`src/rtl/clk_div_pkg.sv`:
```
// rtl/clk_div_pkg.sv - shared defaults and helpers for the multi-channel clock divider
package clk_div_pkg;

    localparam int CDIV_RATIO_WD  = 8;
    localparam int CDIV_DEF_RATIO = 2;
    localparam int CDIV_MAX_WD    = 16;

    // Length of the high phase; one extra bit so R+1 cannot wrap at the maximum ratio.
    function automatic logic [CDIV_MAX_WD:0] hi_len(input logic [CDIV_MAX_WD-1:0] r);
        logic [CDIV_MAX_WD:0] t;
        t = {1'b0, r} + {{CDIV_MAX_WD{1'b0}}, 1'b1};
        return t >> 1;
    endfunction

endpackage

```
`src/rtl/clk_div_multi_if.sv`:
```
// rtl/clk_div_multi_if.sv - control and output bundle of the multi-channel clock divider
interface clk_div_multi_if
    import clk_div_pkg::*;
#(
    parameter int NUM_CH   = 4,
    parameter int RATIO_WD = CDIV_RATIO_WD
);
    logic [NUM_CH-1:0]          clk_en;
    logic [NUM_CH*RATIO_WD-1:0] div_ratio;
    logic [NUM_CH-1:0]          ratio_load;
    logic                       sync;
    logic [NUM_CH-1:0]          ratio_ack;
    logic [NUM_CH-1:0]          div_clk;
    logic [NUM_CH-1:0]          tick;

    modport master (
        output clk_en, div_ratio, ratio_load, sync,
        input  ratio_ack, div_clk, tick
    );

    modport slave (
        input  clk_en, div_ratio, ratio_load, sync,
        output ratio_ack, div_clk, tick
    );
endinterface

```
`src/rtl/clk_div_chan.sv`:
```
// rtl/clk_div_chan.sv - one divider channel: counter, shadowed ratio, tick, ack and bypass mux
module clk_div_chan
    import clk_div_pkg::*;
#(
    parameter int RATIO_WD  = CDIV_RATIO_WD,
    parameter int DEF_RATIO = CDIV_DEF_RATIO
) (
    input  logic                I_ref_clk,
    input  logic                I_rst,
    input  logic                clk_en,
    input  logic [RATIO_WD-1:0] div_ratio,
    input  logic                ratio_load,
    input  logic                sync,
    output logic                ratio_ack,
    output logic                div_clk,
    output logic                tick
);
    localparam logic [RATIO_WD-1:0] ONE = RATIO_WD'(1);
    localparam logic [RATIO_WD-1:0] TWO = RATIO_WD'(2);

    logic [RATIO_WD-1:0] r_q, r_nx, shadow_q, shadow_nx, cnt_q, cnt_nx, cnt_inc;
    logic                pend_q, pend_nx, div_q, div_nx, tick_q, tick_nx;
    logic                ack_q, byp_q, byp_nx, run_q;
    logic                running, wrap, apply, upd;
    logic [CDIV_MAX_WD:0] hi_nx;

    always_comb begin
        running   = clk_en && (r_q >= TWO);
        wrap      = (cnt_q == r_q - ONE);
        // Stopped/bypass channels accept a new ratio on any edge; running ones only at a boundary.
        apply     = !running || sync || (run_q && wrap);
        upd       = apply && (ratio_load || pend_q);
        r_nx      = upd ? (ratio_load ? div_ratio : shadow_q) : r_q;
        shadow_nx = shadow_q;
        pend_nx   = pend_q;
        if (apply) begin
            pend_nx = 1'b0;
        end else if (ratio_load) begin
            shadow_nx = div_ratio;
            pend_nx   = 1'b1;
        end
        hi_nx   = hi_len(CDIV_MAX_WD'(r_nx));
        cnt_inc = wrap ? '0 : cnt_q + ONE;
        cnt_nx  = '0;
        div_nx  = 1'b0;
        tick_nx = 1'b0;
        if (running) begin
            if (!run_q || sync) begin
                div_nx  = 1'b1;
                tick_nx = 1'b1;
            end else begin
                cnt_nx  = cnt_inc;
                div_nx  = ((CDIV_MAX_WD+1)'(cnt_inc) < hi_nx);
                tick_nx = (cnt_inc == '0);
            end
        end
        byp_nx = clk_en && (r_nx < TWO);
    end

    always_ff @(posedge I_ref_clk) begin
        if (I_rst) begin
            r_q      <= RATIO_WD'(DEF_RATIO);
            shadow_q <= '0;
            pend_q   <= 1'b0;
            cnt_q    <= '0;
            div_q    <= 1'b0;
            tick_q   <= 1'b0;
            ack_q    <= 1'b0;
            byp_q    <= 1'b0;
            run_q    <= 1'b0;
        end else begin
            r_q      <= r_nx;
            shadow_q <= shadow_nx;
            pend_q   <= pend_nx;
            cnt_q    <= cnt_nx;
            div_q    <= div_nx;
            tick_q   <= tick_nx;
            ack_q    <= upd;
            byp_q    <= byp_nx;
            run_q    <= running;
        end
    end

    assign ratio_ack = ack_q;
    assign div_clk   = byp_q ? I_ref_clk : div_q;
    assign tick      = byp_q | tick_q;
endmodule

```
`src/rtl/clk_div_multi.sv`:
```
// rtl/clk_div_multi.sv - NUM_CH independent programmable dividers sharing one reference clock
module clk_div_multi
    import clk_div_pkg::*;
#(
    parameter int NUM_CH    = 4,
    parameter int RATIO_WD  = CDIV_RATIO_WD,
    parameter int DEF_RATIO = CDIV_DEF_RATIO
) (
    input  logic            I_ref_clk,
    input  logic            I_rst,
    clk_div_multi_if.slave  bus
);
    logic [NUM_CH-1:0] ack_w, div_w, tick_w;

    for (genvar k = 0; k < NUM_CH; k++) begin : g_chan
        clk_div_chan #(
            .RATIO_WD  (RATIO_WD),
            .DEF_RATIO (DEF_RATIO)
        ) u_chan (
            .I_ref_clk  (I_ref_clk),
            .I_rst      (I_rst),
            .clk_en     (bus.clk_en[k]),
            .div_ratio  (bus.div_ratio[k*RATIO_WD +: RATIO_WD]),
            .ratio_load (bus.ratio_load[k]),
            .sync       (bus.sync),
            .ratio_ack  (ack_w[k]),
            .div_clk    (div_w[k]),
            .tick       (tick_w[k])
        );
    end

    assign bus.ratio_ack = ack_w;
    assign bus.div_clk   = div_w;
    assign bus.tick      = tick_w;
endmodule
```
`src/flat_wrapper.sv`:
```
// flat-port wrapper written by rule: the top's interface ports become plain ports
module clk_div_multi_flat import clk_div_pkg::*;
#(
    parameter int NUM_CH    = 4,
    parameter int RATIO_WD  = CDIV_RATIO_WD,
    parameter int DEF_RATIO = CDIV_DEF_RATIO
)
  (I_ref_clk, I_rst, bus_clk_en, bus_div_ratio, bus_ratio_load, bus_sync, bus_ratio_ack, bus_div_clk, bus_tick);
  clk_div_multi_if #(.NUM_CH(NUM_CH), .RATIO_WD(RATIO_WD)) bus_i ();
  input  logic I_ref_clk;
  input  logic I_rst;
  input wire logic [$bits(bus_i.clk_en)-1:0] bus_clk_en;
  input wire logic [$bits(bus_i.div_ratio)-1:0] bus_div_ratio;
  input wire logic [$bits(bus_i.ratio_load)-1:0] bus_ratio_load;
  input wire logic [$bits(bus_i.sync)-1:0] bus_sync;
  output wire logic [$bits(bus_i.ratio_ack)-1:0] bus_ratio_ack;
  output wire logic [$bits(bus_i.div_clk)-1:0] bus_div_clk;
  output wire logic [$bits(bus_i.tick)-1:0] bus_tick;
  assign bus_i.clk_en = bus_clk_en;
  assign bus_i.div_ratio = bus_div_ratio;
  assign bus_i.ratio_load = bus_ratio_load;
  assign bus_i.sync = bus_sync;
  assign bus_ratio_ack = bus_i.ratio_ack;
  assign bus_div_clk = bus_i.div_clk;
  assign bus_tick = bus_i.tick;
  clk_div_multi #(.NUM_CH(NUM_CH), .RATIO_WD(RATIO_WD), .DEF_RATIO(DEF_RATIO)) u_core (.I_ref_clk(I_ref_clk), .I_rst(I_rst), .bus(bus_i));
endmodule
```
`config.mk`:
```
export PLATFORM = sky130hd
export DESIGN_NAME = clk_div_multi_flat
export DESIGN_NICKNAME = d
export VERILOG_FILES = /design/src/rtl/clk_div_pkg.sv /design/src/rtl/clk_div_multi_if.sv /design/src/rtl/clk_div_chan.sv /design/src/rtl/clk_div_multi.sv /design/src/flat_wrapper.sv
export SDC_FILE = /design/constraint.sdc
export NUM_CORES = 1
export LEC_CHECK = 0
export CAP_MARGIN = 20
export CORE_MARGIN = 8
export CORE_UTILIZATION = 46
export DETAILED_ROUTE_END_ITERATION = 12
export GPL_ROUTABILITY_DRIVEN = 1
export GPL_TIMING_DRIVEN = 0
export SETUP_SLACK_MARGIN = 0.4
export SLEW_MARGIN = 20
export SYNTH_ARGS = -nofsm -noshare
export SYNTH_HDL_FRONTEND = slang
export SYNTH_SLANG_ARGS = --single-unit
```
`constraint.sdc`:
```
create_clock -name I_ref_clk -period 4.8 [get_ports I_ref_clk]
set_input_delay 0.48 -clock I_ref_clk [delete_from_list [all_inputs] [get_ports I_ref_clk]]
set_output_delay 0.48 -clock I_ref_clk [all_outputs]
set_load 0.1 [all_outputs]
```
Yosys cells after proc, flatten, opt, wreduce, memory -nomap -nowiden

Index checks and enable logic that the tools add are counted.

Bits in writable memories: 0
Bits in read-only memories: 0
Register bits: 120
Output and inout bits: 12
Memories: 0
Bits of input ports: 43
Latch bits: 0

Multipliers: 0
Muxes and demuxes: 24
Reduce and logical (&&, ||, !) cells: 56
Divide/modulo/power cells: 0
Shifts and indexed selects: 0
Bitwise logic cells: 8
Eq/ne operators: 4
$add $sub $neg: 12
Magnitude comparators: 12

Operators by type and width:

| operator            | number |
|---|---|
| $mux 8              | 12 |
| $add 8x1->9 const B | 4 |
| $add 8x1->8 const B | 4 |
| $eq 8x8->1          | 4 |
| $ge 8x2->1 const B  | 4 |
| $logic_not 8->1     | 4 |
| $lt 8x2->1 const B  | 4 |
| $lt 8x8->1          | 4 |
| $sub 8x1->8 const B | 4 |
| $logic_and 1x1->1   | 16 |
| $logic_or 1x1->1    | 16 |
| $reduce_or 2->1     | 8 |
| $mux 1              | 12 |
| $reduce_or 3->1     | 4 |
| $logic_not 1->1     | 8 |
| $not 1->1           | 4 |
| $or 1x1->1          | 4 |

Depth between registers and ports, before layout

Gate-level depths: netlist of run 1.

Depth in word-level cells: 10
Depth in mapped cells: 22
Depth with buffers taken out: 20

Cells and area by module

A second synthesis of run 1 with hierarchy kept.

Cell total of the unflattened synthesis: 995
Area total of the unflattened synthesis: 8316.7 um^2

By module, submodules not included:

| module                                     | times used | area each (um^2) | cells an instance | seq. area each (um^2) |
|---|---|---|---|---|
| clk_div_chan (u_core.g_chan[0].u_chan ...) | 2          | 2134.5           | 256               | 600.6 |
| clk_div_chan (u_core.g_chan[3].u_chan)     | 1          | 2077.0           | 243               | 600.6 |
| clk_div_chan (u_core.g_chan[2].u_chan)     | 1          | 1970.6           | 240               | 600.6 |

==> impl_metrics.csv, run 1 <==
group,metric,value,unit
critical_path,cp_num_buf_inv,3,
yosys,synth_flop_cell,"dfxtp_1",
timing,slew_headroom,35.0,%
yosys,synth_most_common_cell,"nor2_1",
critical_path,startpoint_type,"flip-flop",
yosys,synth_edf_count,0,
critical_path,critPathMaxFanout,7,
run_status,status,"complete, no violations",
grt,grt_pass1_wl,37.0,mm
timing,rsz0062_at_grt,"true",
floorplan,dieArea,22400,um2
yosys,synthTopCellsByCount,"149 x nor2_1, 120 x dfxtp_1, 72 x nand2_1",
pwr,peakVddDrop,0.287,mV
grt,grt_use_total,20.5,%
grt,grt_max_degree,17,
floorplan,ios,55,
critical_path,critPathRequiredTime,5270,ps
critical_path,path_cells,"clkbuf_4 -> inv_1 -> ha_2 -> and2_1 -> a211oi_2 -> o31ai_4 -> and3_1 -> clkbuf_4 -> a21oi_4 -> nor2_2 -> a22oi_1 -> o21ai_1 -> ha_1 -> nor2b_2 -> nor2b_1 -> xor2_1 -> ha_1 -> or4_1 -> a21oi_1 -> o21ai_0 -> o2111ai_1 -> and3_1",
grt,met1_usage,27.8,%
timing,layout_min_cycle_time,4250,ps
finish,finish.utilization,55.7,%
yosys,synth_fp_nets,1134,
worst_hold_path,min_from,"u_core.g_chan[1].u_chan.shadow_q[7]",
grt,grt-busiest-layer,"met2",
timing,slew_violations,0,
detailed_routing,vias,7665,
timing,setup_viol,0,
detailed_routing,ant_nets,0,
yosys,ys_ff_latch,120,
yosys,synthesis.area,8210,um2
clock_network,path_clk_slew,50,ps
worst_hold_path,min_to,"u_core.g_chan[1].u_chan.shadow_q[7]",
critical_path,path_class,"flip-flop to flip-flop",
yosys,yosys-top-cells-area,"dfxtp_1 29%, nor2_1 6.8%, ha_1 6.7%",
yosys,avgSynthCellArea,7.84,um2
timing,period_share,88.6,%
yosys,yosys.area.top_type_share,29.3,%
detailed_routing,detail_route.iter0.violations,487,
floorplan,initial_core_util,46.3,%
floorplan,fp.dieW,150,um
timing,max_slew.worst_pin.slew,972,ps
critical_path,endpoint_kind,"flip-flop",
yosys,seq_area_frac_synth,29.3,%
grt,grt_pass1_vias,7277,
worst_hold_path,min_path_type,"flip-flop to flip-flop",
finish,nets,1215,
detailed_routing,dr.pass1.iters,5,
critical_path,r2r_end,"u_core.g_chan[0].u_chan.div_q",
placement,hpwlAfterDp,16.6,mm
yosys,yosys.area.top_type,"dfxtp_1",
floorplan,rows,49,
yosys,ys_types,69,
detailed_routing,wl,22.7,mm
grt,antenna_found_initial,0,
finish,nFillCells,1778,
detailed_routing,viasPerCell,5.60,
finish,area_growth,20.2,%
floorplan,dieHeight,150,um
critical_path,crit_family,"simple AND/OR/NAND/NOR gates",
pwr,p_leak,4.09,nW
worst_hold_path,hold_depth,2,
pwr,power_density,322,nW/um2
job,cap_violations,0,
finish,regArea,2400,um2
critical_path,reg2reg_depth,22,
critical_path,critical-path-max-stage-delay,500,ps
clock_network,cts_tree,"done",
critical_path,cpMaxStageDelayCell,"or4_1",
timing,fmax,0.235,GHz
critical_path,ff2ff_setup_slack,550,ps
pwr,finalPower,3.17,mW
yosys,yosys_warnings,0,
yosys,async_flop_share,0,%
critical_path,cp.arrival,4720,ps
clock_network,clk_latency,530,ps
detailed_routing,wl_per_cell,16.6,um
finish,antenna_cells,0,
timing,fin_skew,7.33,ps
grt,grt-ovfl-total,0,
grt,grt_use_met3,4.23,%
floorplan,core-area,17700,um2
placement,gp_congestion,0.885,
clock_network,ctsHoldBuffers,0,
timing,hold_violations,0,
placement,portBuffers,50,
detailed_routing,drc_errors,0,
yosys,postSynthCellCount,1047,
finish,drive_above_1_share,9.13,%
finish,multiInputGateArea,5520,um2
critical_path,r2r_start,"u_core.g_chan[0].u_chan.r_q[0]",
grt,grt_use_met2,30.7,%
-- per-layer routing --
layer  part of all wire (%)  wire, um  vias to the layer above
li1                       -         -                     3872
met1                     49     11000                     3550
met2                     44      9990                      208
met3                    5.3      1200                       35
met4                    2.2       490                        0
met5                      0         0                        -
-- worst min-delay path, cell delays in order, from the launching register on --
cell     delay [ps]
dfxtp_1         310
nand2_1          50
a21oi_1          50
-- logic make-up (layout without fill, tap and decap cells) --
logic type      count (synthesis)  after routing  synth area share (%)
flops                         120            120                  29.3
buf+inv                        95            187                  4.97
fa+ha+maj                      44             44                  6.70
simple gates                  453            453                  27.8
compound gates                210            210                  17.2
xor+xnor                       85             85                  9.07
mux                            40             40                  4.95
-- stage by stage --
step / setup TNS (ps) / hold slack [ps] / area [um2] / std cells / worst slack, ps
floorplan: 0 / 432 / 8210 / 1047 / 664
global route: 0 / 478 / 9870 / 1368 / 200
finish: 0 / 460 / 9870 / 1368 / 549
detailed placement: -221 / 451 / 9000 / 1326 / -221
CTS: 0 / 460 / 9730 / 1362 / 297
global placement: -221 / 447 / 9000 / 1326 / -221
-- area by class of cell --
cell class                      count  share of cell area (%)
Sequential cell                   120                    24.4
Clock buffer                       29                    6.04
Inverter                           30                    1.14
Buffer                             65                    3.12
Clock inverter                      9                    1.27
Multi-Input combinational cell    832                    55.9
Timing Repair Buffer               54                    5.27
Tap cell                          229                    2.90
-- what timing repair did --
item | 4_1_cts | 5_1_grt
pin swaps | 2 | 6
resized for setup | 13 | 29
setup endpoints to repair | 7 | 4
buffers inserted | 2 | 6
-- flip-flops by register name, summed over array words and instances (netlist names) --
name,cells
u_core.g_chan.u_chan.r_q,32
u_core.g_chan.u_chan.tick_q,4
u_core.g_chan.u_chan.cnt_q,32
u_core.g_chan.u_chan.byp_q,4
u_core.g_chan.u_chan.run_q,4
u_core.g_chan.u_chan.pend_q,4
u_core.g_chan.u_chan.ratio_ack,4
u_core.g_chan.u_chan.div_q,4
u_core.g_chan.u_chan.shadow_q,32
-- power breakdown --
| group | switching (mW) | leakage, nW | internal [mW] |
|---|---|---|---|
| clock | 0.538 | 0.400 | 0.986 |
| combinational | 0.338 | 2.71 | 0.237 |
| sequential | 0.0399 | 0.980 | 1.04 |
-- worst max-delay path by stage --
stage                                               from                       endpoint  slack [ps]  cells after the start
final                     u_core.g_chan[0].u_chan.r_q[0]  u_core.g_chan[0].u_chan.div_q         550                     22
after global routing      u_core.g_chan[0].u_chan.r_q[1]  u_core.g_chan[0].u_chan.div_q         200                     21
after global placement    u_core.g_chan[0].u_chan.r_q[0]  u_core.g_chan[0].u_chan.div_q        -220                     21
after CTS                 u_core.g_chan[0].u_chan.r_q[0]  u_core.g_chan[0].u_chan.div_q         300                     22
after floorplan           u_core.g_chan[0].u_chan.r_q[0]  u_core.g_chan[0].u_chan.div_q         660                     21
after detailed placement  u_core.g_chan[0].u_chan.r_q[0]  u_core.g_chan[0].u_chan.div_q        -220                     21
-- cells in the final DEF, fill, tap and decap left out, types with 9 or more instances in the layout --
master / synthesis / final
nor2_1: 149 / 148
ha_1: 44 / 43
nor3b_1: 9 / 9
xor2_1: 42 / 42
clkbuf_16: 0 / 21
nand3_1: 53 / 53
a21o_1: 12 / 12
nand2_1: 72 / 71
o22ai_1: 9 / 9
buf_4: 13 / 21
xnor2_1: 43 / 43
and3_1: 21 / 21
o21ai_0: 30 / 29
a21oi_1: 56 / 56
and2_1: 10 / 10
inv_1: 29 / 29
o21a_1: 10 / 10
nand2b_1: 11 / 11
or2_2: 14 / 14
dfxtp_1: 120 / 118
mux2i_1: 35 / 35
nand4_1: 11 / 11
nor3_1: 30 / 29
a31oi_1: 12 / 12
clkdlybuf4s50_1: 0 / 46
nor2b_1: 23 / 22
clkbuf_1: 48 / 44
nand3b_1: 12 / 12
Power figures use the tool's default switching activity.
==> inputs of run 2 (changes only) <==
PLACE_DENSITY = 0.75   (was unset)
==> impl_metrics.csv, run 2 (synthesis results as in run 1) <==
group,metric,value,unit
run_status,status,"complete, no violations",
placement,place_area,9000,um2
finish,drive_above_1_share,10.3,%
critical_path,cp.arrival,4680,ps
pwr,finalPower,3.38,mW
detailed_routing,drc_errors,0,
timing,fmax,0.237,GHz
detailed_routing,routed-wl-met3,1.43,mm
finish,area_growth,22.2,%
critical_path,critPathRequiredTime,5260,ps
critical_path,path_cells,"or4_1 -> buf_2 -> o21ai_1 -> nand4b_1 -> nor4_4 -> and2_4 -> buf_6 -> mux2i_4 -> ha_4 -> nand3_1 -> xor2_1 -> ha_1 -> a21o_1 -> a21o_1 -> a21oi_2 -> o21ai_1 -> a21oi_1",
timing,layout_min_cycle_time,4220,ps
floorplan,fp.dieW,150,um
timing,fin_skew,7.39,ps
floorplan,dieHeight,150,um
finish,final_area,10000,um2
detailed_routing,vias,8037,
worst_hold_path,min_path_type,"flip-flop to flip-flop",
timing,max_slew.worst_pin.slew,999,ps
detailed_routing,dr.pass1.iters,5,
detailed_routing,m1WireLength,10.2,mm
clock_network,clk_latency,540,ps
timing,rsz0062_at_grt,"true",
finish,finish.utilization,56.6,%
clock_network,ctsHoldBuffers,0,
finish,final_cell_mix,"148 x nor2_1, 115 x dfxtp_1, 71 x nand2_1",
timing,hold_violations,0,
finish,reg_top3,"u_core.g_chan.u_chan.cnt_q (32), u_core.g_chan.u_chan.r_q (32), u_core.g_chan.u_chan.shadow_q (32)",
job,cap_violations,0,
floorplan,initial_core_util,46.3,%
detailed_routing,route.met2.wl,10.5,mm
detailed_routing,dr.max_layer_used,"met5",
timing,slew_violations,0,
grt,antenna_found_initial,2,
pwr,peakVddDrop,0.334,mV
clock_network,path_clk_slew,50,ps
critical_path,endpoint_kind,"flip-flop",
grt,grt_use_total,20.0,%
finish,nets,1217,
finish,regArea,2410,um2
critical_path,path_class,"flip-flop to flip-flop",
grt,grt_pass1_vias,7495,
floorplan,core-area,17700,um2
placement,hpwlAfterDp,16.2,mm
finish,multiInputGateArea,5560,um2
detailed_routing,viasPerCell,5.85,
critical_path,critical-path-max-stage-delay,570,ps
detailed_routing,detail_route.iter0.violations,648,
clock_network,cts_tree,"done",
finish,nFillCells,1575,
finish,mostFrequentLayoutCell,"nor2_1",
detailed_routing,ant_nets,0,
detailed_routing,wl,22.8,mm
timing,tns,0,ps
floorplan,rows,49,
floorplan,dieArea,22400,um2
grt,grt_pass1_wl,36.4,mm
grt,grt_max_degree,17,
pwr,power_density,337,nW/um2
placement,portBuffers,50,
floorplan,ios,55,
timing,slew_headroom,32.9,%
placement,gp_congestion,0.894,
critical_path,startpoint_type,"flip-flop",
timing,period_share,87.9,%
timing,hold_ws,456,ps
pwr,p_leak,4.15,nW
detailed_routing,wl_per_cell,16.6,um
grt,grt-ovfl-total,0,
timing,setup_viol,0,
critical_path,cpMaxStageDelayCell,"nor4_4",
critical_path,critPathMaxFanout,10,
run 2: cell count changes in the layout (fill, tap and decap cells not counted), moves of 3 or more:
cell,change
bufinv_16,+3
dfxtp_1,-3
clkinv_2,-3
dfxtp_2,+3
run 2: area by class of cell:
cell class | instances | area share [%]
plain buffers | 65 | 3.07
flip-flops and latches | 120 | 24.0
repair buffers | 56 | 5.34
inverters | 30 | 1.12
diodes | 1 | 0.0249
clock inverters | 11 | 2.16
clock buffers | 29 | 6.04
multi-input cells | 832 | 55.4
well taps | 229 | 2.86
run 2: per-stage QoR:
stage,setup WS [ps],std cells
3_3_place_gp,-66.4,1326
5_1_grt,280,1373
3_5_place_dp,-83.6,1326
6_report,582,1373
2_1_floorplan,664,1047
4_1_cts,306,1363
run 2: power by group:
group	switching, mW	internal, mW	leakage, nW
combinational	0.343	0.239	2.73
clock	0.552	1.17	0.441
sequential	0.0392	1.04	0.980
total	0.934	2.44	4.15
run 2: routing by layer:
| layer | track usage (%) | up-vias |
|---|---|---|
| met5 | 0 | - |
| met2 | 31.1 | 299 |
| li1 | - | 3873 |
| met3 | 5.11 | 57 |
| met1 | 25.2 | 3806 |
| met4 | 10.2 | 2 |
run 2: worst paths after layout:
| check | from | endpoint | slack (ps) | cells after the start |
|---|---|---|---|---|
| min | u_core.g_chan[3].u_chan.shadow_q[7] | u_core.g_chan[3].u_chan.shadow_q[7] | 460 | 2 |
| min reg2reg | u_core.g_chan[3].u_chan.shadow_q[7] | u_core.g_chan[3].u_chan.shadow_q[7] | 460 | 2 |
| max reg2reg | u_core.g_chan[1].u_chan.r_q[4] | u_core.g_chan[1].u_chan.div_q | 580 | 17 |
| max | u_core.g_chan[1].u_chan.r_q[4] | u_core.g_chan[1].u_chan.div_q | 580 | 17 |
run 2: critical path, delay by kind of cell, from the launching register on:
family                   cells  cell delay, ps
multiplexers                 1             320
AND/OR/NAND/NOR              5            1610
flip-flops                   1             360
buffers and inverters        2             340
adder cells (fa/ha/maj)      2             500
AO/OA/AOI/OAI                6             820
XOR/XNOR                     1             170
run 2: timing repair:
action	CTS	global route
setup buffers	1	9
resized for setup	12	41
pin swaps	1	6
endpoints found under the setup margin	7	4
==> inputs of run 3 (changes only) <==
SETUP_SLACK_MARGIN = 0.3   (was 0.4)
==> impl_metrics.csv, run 3 (synthesis results as in run 1) <==
group,metric,value,unit
floorplan,dieArea,22400,um2
timing,slew_violations,0,
finish,area_growth,22.1,%
critical_path,path_cells,"buf_2 -> inv_1 -> ha_1 -> and2_1 -> a211oi_2 -> o31ai_2 -> and3_1 -> clkbuf_2 -> a21oi_4 -> nor2_2 -> a22oi_1 -> o21ai_1 -> ha_1 -> nor2b_2 -> nor2b_1 -> xor2_1 -> ha_1 -> or4_1 -> a21oi_1 -> o21ai_0 -> o2111ai_1 -> and3_1",
grt,met1_usage,25.2,%
timing,setup_viol,0,
placement,gp_congestion,0.894,
pwr,finalPower,3.37,mW
clock_network,cts_tree,"done",
floorplan,initial_core_util,46.3,%
detailed_routing,dr.pass1.iters,5,
placement,place_area,9000,um2
detailed_routing,viasPerCell,5.85,
timing,layout_min_cycle_time,4210,ps
critical_path,cpMaxStageDelayCell,"or4_1",
grt,antenna_found_initial,2,
detailed_routing,wl,22.7,mm
detailed_routing,ant_nets,0,
detailed_routing,detail_route.iter0.violations,694,
finish,nFillCells,1584,
finish,regArea,2410,um2
grt,grt-ovfl-total,0,
pwr,power_density,336,nW/um2
critical_path,critPathMaxFanout,7,
worst_hold_path,hold_depth,2,
pwr,p_int,2.44,mW
critical_path,reg2reg_depth,22,
timing,hold_violations,0,
timing,fin_skew,7.68,ps
grt,grt_use_met3,5.14,%
critical_path,path_class,"flip-flop to flip-flop",
placement,portBuffers,50,
floorplan,dieHeight,150,um
placement,dp_cells,1326,
placement,hpwlAfterDp,16.2,mm
critical_path,critical-path-max-stage-delay,500,ps
finish,finish.utilization,56.6,%
grt,grt-busiest-layer,"met2",
finish,drive_above_1_share,10.1,%
pwr,pwr-share-clk,50.8,%
timing,hold_ws,456,ps
floorplan,core-area,17700,um2
critical_path,startpoint_type,"flip-flop",
job,cap_violations,0,
grt,grt_max_degree,17,
clock_network,ctsHoldBuffers,0,
pwr,peakVddDrop,0.335,mV
timing,fmax,0.237,GHz
finish,mostFrequentLayoutCell,"nor2_1",
finish,final_cell_mix,"148 x nor2_1, 116 x dfxtp_1, 71 x nand2_1",
grt,grt_use_total,20.0,%
pwr,combinationalPowerShare,17.2,%
critical_path,r2r_start,"u_core.g_chan[0].u_chan.r_q[0]",
finish,final_area,10000,um2
pwr,power_switching,0.927,mW
critical_path,crit_family,"simple AND/OR/NAND/NOR gates",
clock_network,path_clk_slew,50,ps
run_status,status,"complete, no violations",
critical_path,path_common_cell,"ha_1",
pwr,power_frac_seq,31.9,%
critical_path,endpoint_kind,"flip-flop",
timing,rsz0062_at_grt,"false",
placement,place_ws,-83.6,ps
detailed_routing,wl_per_cell,16.5,um
worst_hold_path,min_from,"u_core.g_chan[3].u_chan.shadow_q[7]",
finish,multiInputGateArea,5550,um2
finish,stdcell_count,1374,
finish,nets,1218,
pwr,p_leak,4.15,nW
critical_path,r2r_end,"u_core.g_chan[0].u_chan.div_q",
clock_network,clk_latency,540,ps
critical_path,ff2ff_setup_slack,590,ps
floorplan,rows,49,
grt,grt_use_met2,31.2,%
worst_hold_path,min_path_type,"flip-flop to flip-flop",
floorplan,ios,55,
timing,layout_setup_ws,587,ps
grt,grt_pass1_wl,36.4,mm
detailed_routing,drc_errors,0,
worst_hold_path,min_to,"u_core.g_chan[3].u_chan.shadow_q[7]",
finish,reg_top3,"u_core.g_chan.u_chan.cnt_q (32), u_core.g_chan.u_chan.r_q (32), u_core.g_chan.u_chan.shadow_q (32)",
critical_path,critPathRequiredTime,5280,ps
grt,grt_pass1_vias,7503,
critical_path,cp.arrival,4690,ps
critical_path,cp_num_buf_inv,3,
timing,period_share,87.8,%
timing,tns,0,ps
timing,max_slew.worst_pin.slew,1030,ps
timing,slew_headroom,30.7,%
detailed_routing,vias,8034,
pwr,switching_share,27.5,%
floorplan,fp.dieW,150,um
-- run 3: changes by cell type in the layout (fill, tap and decap cells not counted) --
| cell | change |
|---|---|
| clkbuf_2 | +1 |
| dfxtp_1 | +1 |
| o21ai_1 | -1 |
| a211oi_1 | +1 |
| clkbuf_4 | +1 |
| a21oi_2 | -1 |
| buf_2 | -1 |
| a211oi_2 | -1 |
| dfxtp_2 | -1 |
| a21oi_1 | +1 |
| o21ai_0 | +1 |
-- run 3: repair_timing --
item / 4_1_cts / 5_1_grt
gates resized for setup: 7 / 43
setup buffers: 1 / 10
pin swaps: 1 / 6
hold endpoints to repair: 0 / 0
endpoints found under the setup margin: 7 / 4
-- run 3: worst reg2reg max path, cell delays in order (launching register included) --
cell and delay (ps):
dfxtp_1 300, buf_2 190, inv_1 120, ha_1 260, and2_1 200, a211oi_2 240
o31ai_2 100, and3_1 140, clkbuf_2 160, a21oi_4 210, nor2_2 80, a22oi_1 140
o21ai_1 130, ha_1 250, nor2b_2 170, nor2b_1 150, xor2_1 160, ha_1 200
or4_1 500, a21oi_1 120, o21ai_0 90, o2111ai_1 70, and3_1 160
-- run 3: routing by layer --
| layer | wire [um] | share of wire [%] |
|---|---|---|
| met1 | 10100 | 44 |
| met2 | 10400 | 46 |
| met3 | 1450 | 6.4 |
| met4 | 754 | 3.3 |
| met5 | 17 | 0.075 |
-- run 3: final cells by class --
| class | count | area share, % |
|---|---|---|
| repair buffers | 57 | 5.41 |
| clock inverters | 11 | 2.16 |
| clock buffers | 29 | 6.04 |
| plain buffers | 65 | 3.07 |
| well taps | 229 | 2.86 |
| multi-input cells | 832 | 55.3 |
| flip-flops and latches | 120 | 24.0 |
| inverters | 30 | 1.12 |
| diodes | 1 | 0.0250 |
-- run 3: worst max path at each step --
stage	start	end	slack [ps]	cells after the start
2_1_floorplan	u_core.g_chan[0].u_chan.r_q[0]	u_core.g_chan[0].u_chan.div_q	660	21
3_3_place_gp	u_core.g_chan[0].u_chan.r_q[0]	u_core.g_chan[0].u_chan.div_q	-70	21
3_5_place_dp	u_core.g_chan[0].u_chan.r_q[0]	u_core.g_chan[0].u_chan.div_q	-80	21
4_1_cts	u_core.g_chan[0].u_chan.r_q[0]	u_core.g_chan[0].u_chan.div_q	140	22
5_1_grt	u_core.g_chan[1].u_chan.r_q[1]	u_core.g_chan[1].u_chan.div_q	280	18
6_report	u_core.g_chan[0].u_chan.r_q[0]	u_core.g_chan[0].u_chan.div_q	590	22
-- run 3: power groups by stage --
stage / registers, mW / logic [mW] / clock network [mW]
final: 1.08 / 0.581 / 1.71
after global placement: 1.09 / 0.528 / 0.0325
after floorplan: 1.08 / 0.399 / 0.0279
after CTS: 1.07 / 0.546 / 1.74
after global routing: 1.08 / 0.634 / 1.79
after detailed placement: 1.09 / 0.538 / 0.0325
